--- config.mk ---
export PLATFORM = sky130hd
export DESIGN_NAME = vec_ex_operand_stage
export DESIGN_NICKNAME = d
export VERILOG_FILES = /design/src/rtl/vec_ex_operand_stage.sv
export SDC_FILE = /design/constraint.sdc
export NUM_CORES = 1
export LEC_CHECK = 0
export BUFFER_PORTS_ARGS = -buffer_cell sky130_fd_sc_hd__buf_2
export CAP_MARGIN = 25
export CORE_AREA = 2 2 407 409
export CTS_CLUSTER_DIAMETER = 60
export DETAILED_ROUTE_END_ITERATION = 12
export DIE_AREA = 0 0 409 411
export PLACE_DENSITY = 0.37
export RECOVER_POWER = 25
export SYNTH_ARGS = -nofsm -noshare
export SYNTH_HDL_FRONTEND = slang
export SYNTH_SLANG_ARGS = --single-unit
--- constraint.sdc ---
create_clock -name clk -period 2.1 [get_ports clk]
set_input_delay 0.42 -clock clk [delete_from_list [all_inputs] [get_ports clk]]
set_output_delay 0.42 -clock clk [all_outputs]
set_load 0.005 [all_outputs]
--- src/rtl/vec_ex_operand_stage.sv ---
// vec_ex_operand_stage: ID/EX register for the vector pipe.
// Latches decoded operands into EX, tracks destination registers in EX and
// MEM, registers the 3:1 forward selects for the EX operand muxes and holds
// decode off on hazards.
// Build option: define VEC_FORWARD_EN for forwarding with a one-bubble
// load-use stall; without it, selects are tied to 00 and ID waits for every
// RAW producer to reach WB.

// Per-lane operand register: loads both sources when an instruction is
// accepted, otherwise holds.
module vec_ex_lane #(
  parameter int N = 16
) (
  input  logic         clk,
  input  logic         rst_n,
  input  logic         ld,
  input  logic [N-1:0] rda,
  input  logic [N-1:0] rdb,
  output logic [N-1:0] qa,
  output logic [N-1:0] qb
);
  // operand capture, held through bubbles and stalls
  always_ff @(posedge clk or negedge rst_n)
    if (!rst_n) begin
      qa <= '0;
      qb <= '0;
    end else if (ld) begin
      qa <= rda;
      qb <= rdb;
    end
endmodule

module vec_ex_operand_stage #(
  parameter int N = 16,
  parameter int M = 16,
  parameter int R = 3
) (
  input  logic           clk,
  input  logic           rst_n,
  input  logic           id_valid,
  output logic           id_ready,
  input  logic [R-1:0]   id_vra,
  input  logic [R-1:0]   id_vrb,
  input  logic [R-1:0]   id_vrd,
  input  logic           id_we,
  input  logic           id_is_load,
  input  logic [M*N-1:0] id_rda,
  input  logic [M*N-1:0] id_rdb,
  input  logic           stall_in,
  input  logic           flush,
  output logic           ex_valid,
  output logic [M*N-1:0] ex_rda,
  output logic [M*N-1:0] ex_rdb,
  output logic [R-1:0]   ex_vrd,
  output logic           ex_we,
  output logic           ex_is_load,
  output logic [1:0]     ex_sel_a,
  output logic [1:0]     ex_sel_b
);
  typedef struct packed {
    logic [R-1:0] vrd;
    logic         we;
  } trk_t;

  // vld_pipe[0] = EX, vld_pipe[1] = MEM. The WB slot carries no state here:
  // nothing reads it, since the register file write-through covers WB.
  logic [1:0] vld_pipe;
  trk_t       ex_t, mem_t;
  logic       ex_ld;
  logic       hz, acc;
  logic [1:0] nxt_sel_a, nxt_sel_b;

  logic [M-1:0][N-1:0] rda_l, rdb_l, qa_l, qb_l;

  assign rda_l = id_rda;
  assign rdb_l = id_rdb;
  assign ex_rda = qa_l;
  assign ex_rdb = qb_l;

`ifdef VEC_FORWARD_EN
  // only a load in EX cannot be forwarded in time
  assign hz = id_valid & vld_pipe[0] & ex_ld & ex_t.we &
              ((ex_t.vrd == id_vra) | (ex_t.vrd == id_vrb));

  // nearest producer wins: EX result (01) over MEM result (10)
  always_comb begin
    nxt_sel_a = 2'b00;
    nxt_sel_b = 2'b00;
    if (vld_pipe[0] & ex_t.we & (ex_t.vrd == id_vra))        nxt_sel_a = 2'b01;
    else if (vld_pipe[1] & mem_t.we & (mem_t.vrd == id_vra)) nxt_sel_a = 2'b10;
    if (vld_pipe[0] & ex_t.we & (ex_t.vrd == id_vrb))        nxt_sel_b = 2'b01;
    else if (vld_pipe[1] & mem_t.we & (mem_t.vrd == id_vrb)) nxt_sel_b = 2'b10;
  end
`else
  logic raw_ex, raw_mem;

  // no forwarding: any in-flight writer of a source blocks decode
  always_comb begin
    raw_ex  = vld_pipe[0] & ex_t.we & ((ex_t.vrd == id_vra) | (ex_t.vrd == id_vrb));
    raw_mem = vld_pipe[1] & mem_t.we & ((mem_t.vrd == id_vra) | (mem_t.vrd == id_vrb));
    hz      = id_valid & (raw_ex | raw_mem);
  end

  assign nxt_sel_a = 2'b00;
  assign nxt_sel_b = 2'b00;
`endif

  assign id_ready = rst_n & ~stall_in & ~hz;
  assign acc      = id_valid & id_ready & ~flush;

  // slot tracking and select registers; everything freezes under stall_in
  always_ff @(posedge clk or negedge rst_n)
    if (!rst_n) begin
      vld_pipe <= '0;
      ex_t     <= '0;
      mem_t    <= '0;
      ex_ld    <= 1'b0;
      ex_sel_a <= 2'b00;
      ex_sel_b <= 2'b00;
    end else if (!stall_in) begin
      vld_pipe <= {vld_pipe[0], acc};
      mem_t    <= ex_t;
      ex_t.we  <= acc & id_we;
      ex_ld    <= acc & id_is_load;
      if (acc) ex_t.vrd <= id_vrd;
      ex_sel_a <= acc ? nxt_sel_a : 2'b00;
      ex_sel_b <= acc ? nxt_sel_b : 2'b00;
    end

  for (genvar i = 0; i < M; i++) begin : g_lane
    vec_ex_lane #(.N(N)) u_lane (
      .clk (clk),
      .rst_n (rst_n),
      .ld  (acc),
      .rda (rda_l[i]),
      .rdb (rdb_l[i]),
      .qa  (qa_l[i]),
      .qb  (qb_l[i])
    );
  end

  assign ex_valid   = vld_pipe[0];
  assign ex_vrd     = ex_t.vrd;
  assign ex_we      = vld_pipe[0] & ex_t.we;
  assign ex_is_load = vld_pipe[0] & ex_ld;
endmodule
==> results.cfg, run 1 <==
[place]
io_buffers = 1046
dpl.hpwl_um = 67900
place.gp.congestion = 0.848

[power]
p_per_area_mw_per_mm2 = 892
power.leakage_nw = 20.1
peakVddDrop_mv = 0.633

[clocking]
cts_max_path_buffers = 3
numCtsBuffers = 74
clock-sinks = 523
cts_root_buf = clkbuf_16
clock_latency_ps = 660
clk_transition_reported_paths_ps = 50
cts_tree = yes
htree_levels = 3

[synthesis]
synth_edf_count = 0
seq_area_frac_synth = 0.656
synth_cell_types = 20
ys_ff_latch = 523
synth_ff_type = dfrtp_1
synthCells = 1143
syn-cell-area_mm2 = 0.0199
avgSynthCellArea_um2 = 17.5
async_flop_share = 1.00
ys_warn_count = 0

[flow_run]
cap_violations = 0

[timing]
holdWs_ps = 82.0
slew_headroom = 0.378
period_share = 1.23
setup_ws_ps = -481
setup_viol = 589
rsz0062_at_grt = true
clock_skew_ps = 25.2
hold_viol = 0
worst_pin_slew_ps = 933
slew_violations = 0
layout_min_cycle_time_ps = 2580
max_freq_mhz = 387

[floorplan]
design.core.area_mm2 = 0.164
start_util = 0.122
die_area_mm2 = 0.168
die_h_um = 411
die_w_um = 409
rows = 149
pin_count = 1051

[setup_path]
critical_path.n_buffers_inverters = 3
cpLargestDelayFamily = flip-flops
arrival_ps = 2160
cp-start-kind = register
crit_chain = xor2_1, nor3_1, o21ai_1, nand2_2, buf_6, a21oi_4, buf_6, buf_6
cp.required_ps = 1680
max_stage_delay_ps = 420
cpMostUsedCell = buf_6
crit_type = reg2out
cp-end-kind = output pin
critical-path-slowest-cell = dfrtp_1
path_max_fanout = 3

[detailed_routing]
firstDrtPassIters = 4
drc_errors = 0
ant_nets = 0
vias = 16600
wire_per_inst_um = 19.4
drtIter0Drc = 652
routed_wl_um = 99300
viasPerCell = 3.25

[global_route]
grt_max_degree = 152
antenna_found_initial = 12
busiest_layer = met2
grt_use_met2 = 0.186
overflow = 0
track_usage = 0.110
grt_pass1_vias = 18400
met3_usage = 0.0313
grt_pass1_wl_um = 134000
met1_usage = 0.132

[outcome]
violations = negative setup slack
outcome = complete, but fails checks

[final_layout]
seq_area_mm2 = 0.0131
areaGrowthSynthToFinish_pct = 98.0
multi_input_area_mm2 = 0.00804
mostFrequentLayoutCells = buf_2 (972), dfrtp_1 (520), dlygate4sd3_1 (501), mux2_4 (495)
drive_gt1_frac = 0.610
fill_cells = 17400
nNetsFinal = 3389
final_common_cell = buf_2
final_util = 0.241

[worst_hold_path]
min_path_type = in2reg
-- state kept, by name, summed over array words and instances (netlist names) --
| signal | flops |
|---|---|
| ex_vrd | 3 |
| g_lane.u_lane.qb | 256 |
| vld_pipe | 2 |
| mem_t | 4 |
| g_lane.u_lane.qa | 256 |
| ex_t | 1 |
| ex_ld | 1 |
-- final timing paths --
| path | start | endpoint | slack (ps) | cells past startpoint |
|---|---|---|---|---|
| max | ex_vrd[0] | id_ready | -480 | 8 |
| max in group asynchronous | rst_n | g_lane[3].u_lane.qb[13] | -100 | 4 |
| min in group asynchronous | rst_n | g_lane[5].u_lane.qa[7] | 790 | 3 |
| max reg2reg | mem_t[3] | g_lane[0].u_lane.qa[8] | -340 | 11 |
| min reg2reg | ex_ld | ex_ld | 480 | 2 |
| min | id_rda[63] | g_lane[3].u_lane.qa[15] | 80 | 2 |
-- per-stage QoR --
| stage | instances | power (mW) | setup WS [ps] | area (µm²) | setup TNS [ps] |
|---|---|---|---|---|---|
| 2_1_floorplan | 1146 | 16.1 | 161 | 20000 | 0 |
| 3_3_place_gp | 4370 | 20.5 | -264 | 28200 | -100520 |
| 3_5_place_dp | 4370 | 20.5 | -297 | 28200 | -119880 |
| 4_1_cts | 5084 | 35.4 | -646 | 38400 | -112300 |
| 5_1_grt | 5107 | 37.1 | -638 | 39500 | -249310 |
| 6_report | 5111 | 35.2 | -481 | 39500 | -107170 |
-- power breakdown --
group	switching, mW	internal (mW)	total (mW)
sequential	1.44	12.3	13.7
combinational	3.27	5.45	8.73
clock	5.08	7.67	12.7
-- worst register-to-register path: stages, from the launching register on --
cell and delay [ps]:
dfrtp_1 420, xor2_2 180, nor4_4 290, nor2_2 90, buf_4 140, nand3_4 80
buf_12 150, buf_6 120, buf_16 150, buf_12 210, clkbuf_16 180, mux2_4 290
-- cell families after synthesis --
group,synth area share
buffers and inverters,0.0210
multiplexers,0.312
AO/OA/AOI/OAI,0.00100
XOR/XNOR,0.00527
flip-flops,0.656
other,0.000188
AND/OR/NAND/NOR,0.00401
-- per-layer routing --
metal / vias to the layer above / routed length (µm) / share of wire
met4: 10 / 2770 / 0.028
li1: 7474 / - / -
met5: - / 69 / 0.00069
met3: 142 / 6990 / 0.070
met2: 600 / 49100 / 0.49
met1: 8363 / 40400 / 0.41
-- synthesized netlist by cell type, types with 2 or more instances --
master / number / area, µm²
buf_6: 11 / 124
mux2_4: 100 / 1500
inv_1: 2 / 7.51
nand2_1: 6 / 22.5
buf_2: 47 / 235
dfrtp_1: 523 / 13100
xor2_1: 12 / 105
nor4_1: 2 / 12.5
mux2_2: 420 / 4730
nor3_1: 2 / 10.0
o21ai_0: 2 / 10.0
and2_1: 2 / 12.5
buf_4: 7 / 52.6
-- what timing repair did --
action,CTS,global route
pin swaps,5,13
endpoints found under the setup margin,300,518
gates resized for setup,314,298
gates cloned,39,20
buffers inserted,44,36
hold buffers,501,0
hold endpoints to repair,516,0
-- area by class of cell --
| class | count | share of cell area |
|---|---|---|
| well taps | 2189 | 0.0693 |
| clock inverters | 30 | 0.00963 |
| inverters | 2 | 0.000190 |
| diodes | 5 | 0.000317 |
| flip-flops and latches | 523 | 0.331 |
| repair buffers | 1704 | 0.333 |
| multi-input cells | 556 | 0.203 |
| clock buffers | 102 | 0.0524 |
Power figures use the tool's default switching activity.
==> run 2: changes to the inputs <==
==> config.mk (replaced) <==
export PLATFORM = sky130hd
export DESIGN_NAME = vec_ex_operand_stage
export DESIGN_NICKNAME = d
export VERILOG_FILES = /design/src/rtl/vec_ex_operand_stage.sv
export SDC_FILE = /design/constraint.sdc
export NUM_CORES = 1
export LEC_CHECK = 0
export CAP_MARGIN = 25
export CORE_AREA = 2 2 403 405
export CTS_CLUSTER_DIAMETER = 60
export DETAILED_ROUTE_END_ITERATION = 12
export DIE_AREA = 0 0 405 407
export DONT_BUFFER_PORTS = 1
export PLACE_DENSITY = 0.32
export RECOVER_POWER = 25
export SYNTH_ARGS = -nofsm -noshare
export SYNTH_HDL_FRONTEND = slang
export SYNTH_SLANG_ARGS = --single-unit
==> run 2 against run 1 <==
The run ends with negative hold slack, max-slew violations, negative setup slack left. Setup slack better by 230 ps. Sequential cell count stayed put. Design area is 14% lower. First-iteration DRC count is 4.8% lower. Critical path type is now reg2reg. Critical endpoint is now g_lane[4].u_lane.qb[8]. Largest cell class is now flip-flops and latches. Highest routed layer unchanged.
==> results.cfg, run 2 (synthesized netlist as in run 1, its figures left out) <==
[place]
placed_cell_area_mm2 = 0.0228
io_buffers = 0
place_ws_ps = -119
place.gp.congestion = 0.812
dpl.hpwl_um = 56100

[clocking]
clock-sinks = 523
htree_levels = 3
cts_root_buf = clkbuf_16
clock_latency_ps = 660
cts_max_path_buffers = 3
cts_tree = yes
ctsHoldBuffers = 517
clk_transition_reported_paths_ps = 60
numCtsBuffers = 72

[outcome]
violations = negative hold slack, max-slew violations, negative setup slack
outcome = complete, but fails checks

[timing]
clock_skew_ps = 26.9
worst_pin_slew_ps = 2550
rsz0062_at_grt = true
slew_headroom = -0.698
setup_ws_ps = -249
period_share = 1.12
setup_viol = 512
layout_min_cycle_time_ps = 2350
holdWs_ps = -527
slew_violations = 222
max_freq_mhz = 426
hold_viol = 420

[detailed_routing]
drc_errors = 0
ant_nets = 0
vias = 12900
firstDrtPassIters = 4
viasPerCell = 3.18
routed_wl_um = 83700
drtIter0Drc = 621
wire_per_inst_um = 20.7

[floorplan]
die_h_um = 407
rows = 147
design.core.area_mm2 = 0.160
die_area_mm2 = 0.165
die_w_um = 405
start_util = 0.125
pin_count = 1051

[power]
peakVddDrop_mv = 0.533
power_mw = 32.2
power.leakage_nw = 15.8
p_per_area_mw_per_mm2 = 947

[worst_hold_path]
min_path_type = in2async

[setup_path]
crit_type = reg2reg
cp-end-kind = register
r2r_cells = 12
crit_end = g_lane[4].u_lane.qb[8]
path_max_fanout = 8
startpoint = mem_t[2]
ff2ff_setup_slack_ps = -250
cp.required_ps = 2640
timing.rr.end = g_lane[4].u_lane.qb[8]
arrival_ps = 2890
cp-start-kind = register
rr_startpoint = mem_t[2]

[final_layout]
areaGrowthSynthToFinish_pct = 70.6
fill_cells = 16800
final_util = 0.212
design_area_mm2 = 0.0340
top_regs = g_lane.u_lane.qa: 256 flops, g_lane.u_lane.qb: 256 flops, mem_t: 4 flops
drive_gt1_frac = 0.424
nNetsFinal = 2360
mostFrequentLayoutCells = dfrtp_1 (521), dlygate4sd3_1 (517), mux2_4 (429), mux2_2 (91), clkbuf_16 (87)
final_common_cell = dfrtp_1

[global_route]
grt_pass1_vias = 14600
grt_max_degree = 525
grt_pass1_wl_um = 109000
overflow = 0
antenna_found_initial = 8
track_usage = 0.0916

[flow_run]
cap_violations = 0
-- run 2: cell types whose count changed in the layout (fill, tap and decap cells not counted), sizes merged --
| cell | change |
|---|---|
| diode | -4 |
| bufinv | -1 |
| clkbuf | -78 |
| clkinvlp | -3 |
| clkinv | -2 |
| dlygate4sd3 | +16 |
| bufbuf | +1 |
| buf | -967 |
| inv | +3 |
-- run 2: worst min path at each step --
stage          depth (start not counted)  start                       to  slack (ps)
2_1_floorplan                          0  rst_n                    ex_ld         120
3_3_place_gp                           0  rst_n  g_lane[4].u_lane.qb[13]         140
3_5_place_dp                           0  rst_n  g_lane[4].u_lane.qb[13]         140
4_1_cts                                0  rst_n   g_lane[4].u_lane.qb[8]        -610
5_1_grt                                0  rst_n   g_lane[8].u_lane.qb[3]        -590
6_report                               0  rst_n   g_lane[8].u_lane.qb[4]        -530
-- run 2: stage by stage --
| stage | instances | hold slack [ps] | setup TNS [ps] |
|---|---|---|---|
| finish | 4047 | -527 | -83140 |
| global placement | 3294 | 141 | -49280 |
| detailed placement | 3294 | 136 | -24620 |
| global route | 4046 | -587 | -137080 |
| CTS | 4014 | -613 | -103890 |
| floorplan | 1146 | 124 | 0 |
-- run 2: critical path: stages (launching register included) --
cell	delay, ps
dfrtp_1	410
xor2_1	150
nor4_1	270
nor2_1	100
buf_4	150
nand3_4	80
buf_12	130
buf_16	160
buf_12	130
buf_12	110
buf_6	100
buf_12	130
mux2_4	300
-- run 2: layout make-up --
cell class / count / area [µm²] / area share
sequential: 523 / 13100 / 0.385
timing repair buffer: 677 / 8080 / 0.237
multi-input combinational: 556 / 7720 / 0.227
tap: 2160 / 2700 / 0.0794
clock buffer: 101 / 2050 / 0.0603
clock inverter: 27 / 378 / 0.0111
inverter: 2 / 7.51 / 0.000221
antenna: 1 / 2.50 / 0.0000735
-- run 2: report_power, final --
| group | switching [mW] | internal (mW) | total, mW |
|---|---|---|---|
| clock network | 4.99 | 7.52 | 12.5 |
| registers | 2.65 | 12.3 | 15.0 |
| logic | 1.15 | 3.61 | 4.76 |
-- run 2: timing repair --
action,4_1_cts,5_1_grt
gates cloned,31,19
buffers inserted,44,39
endpoints found under the setup margin,432,518
pin swaps,4,4
gates resized for setup,243,278
endpoints found under the hold margin,1046,523
-- run 2: layer usage --
metal  vias up  share of wire  track usage
met5         -        0.00082            0
met4        10          0.035       0.0374
met3       151          0.099       0.0397
met2       616           0.52        0.162
met1      6690           0.34       0.0942
li1       5409              -            -
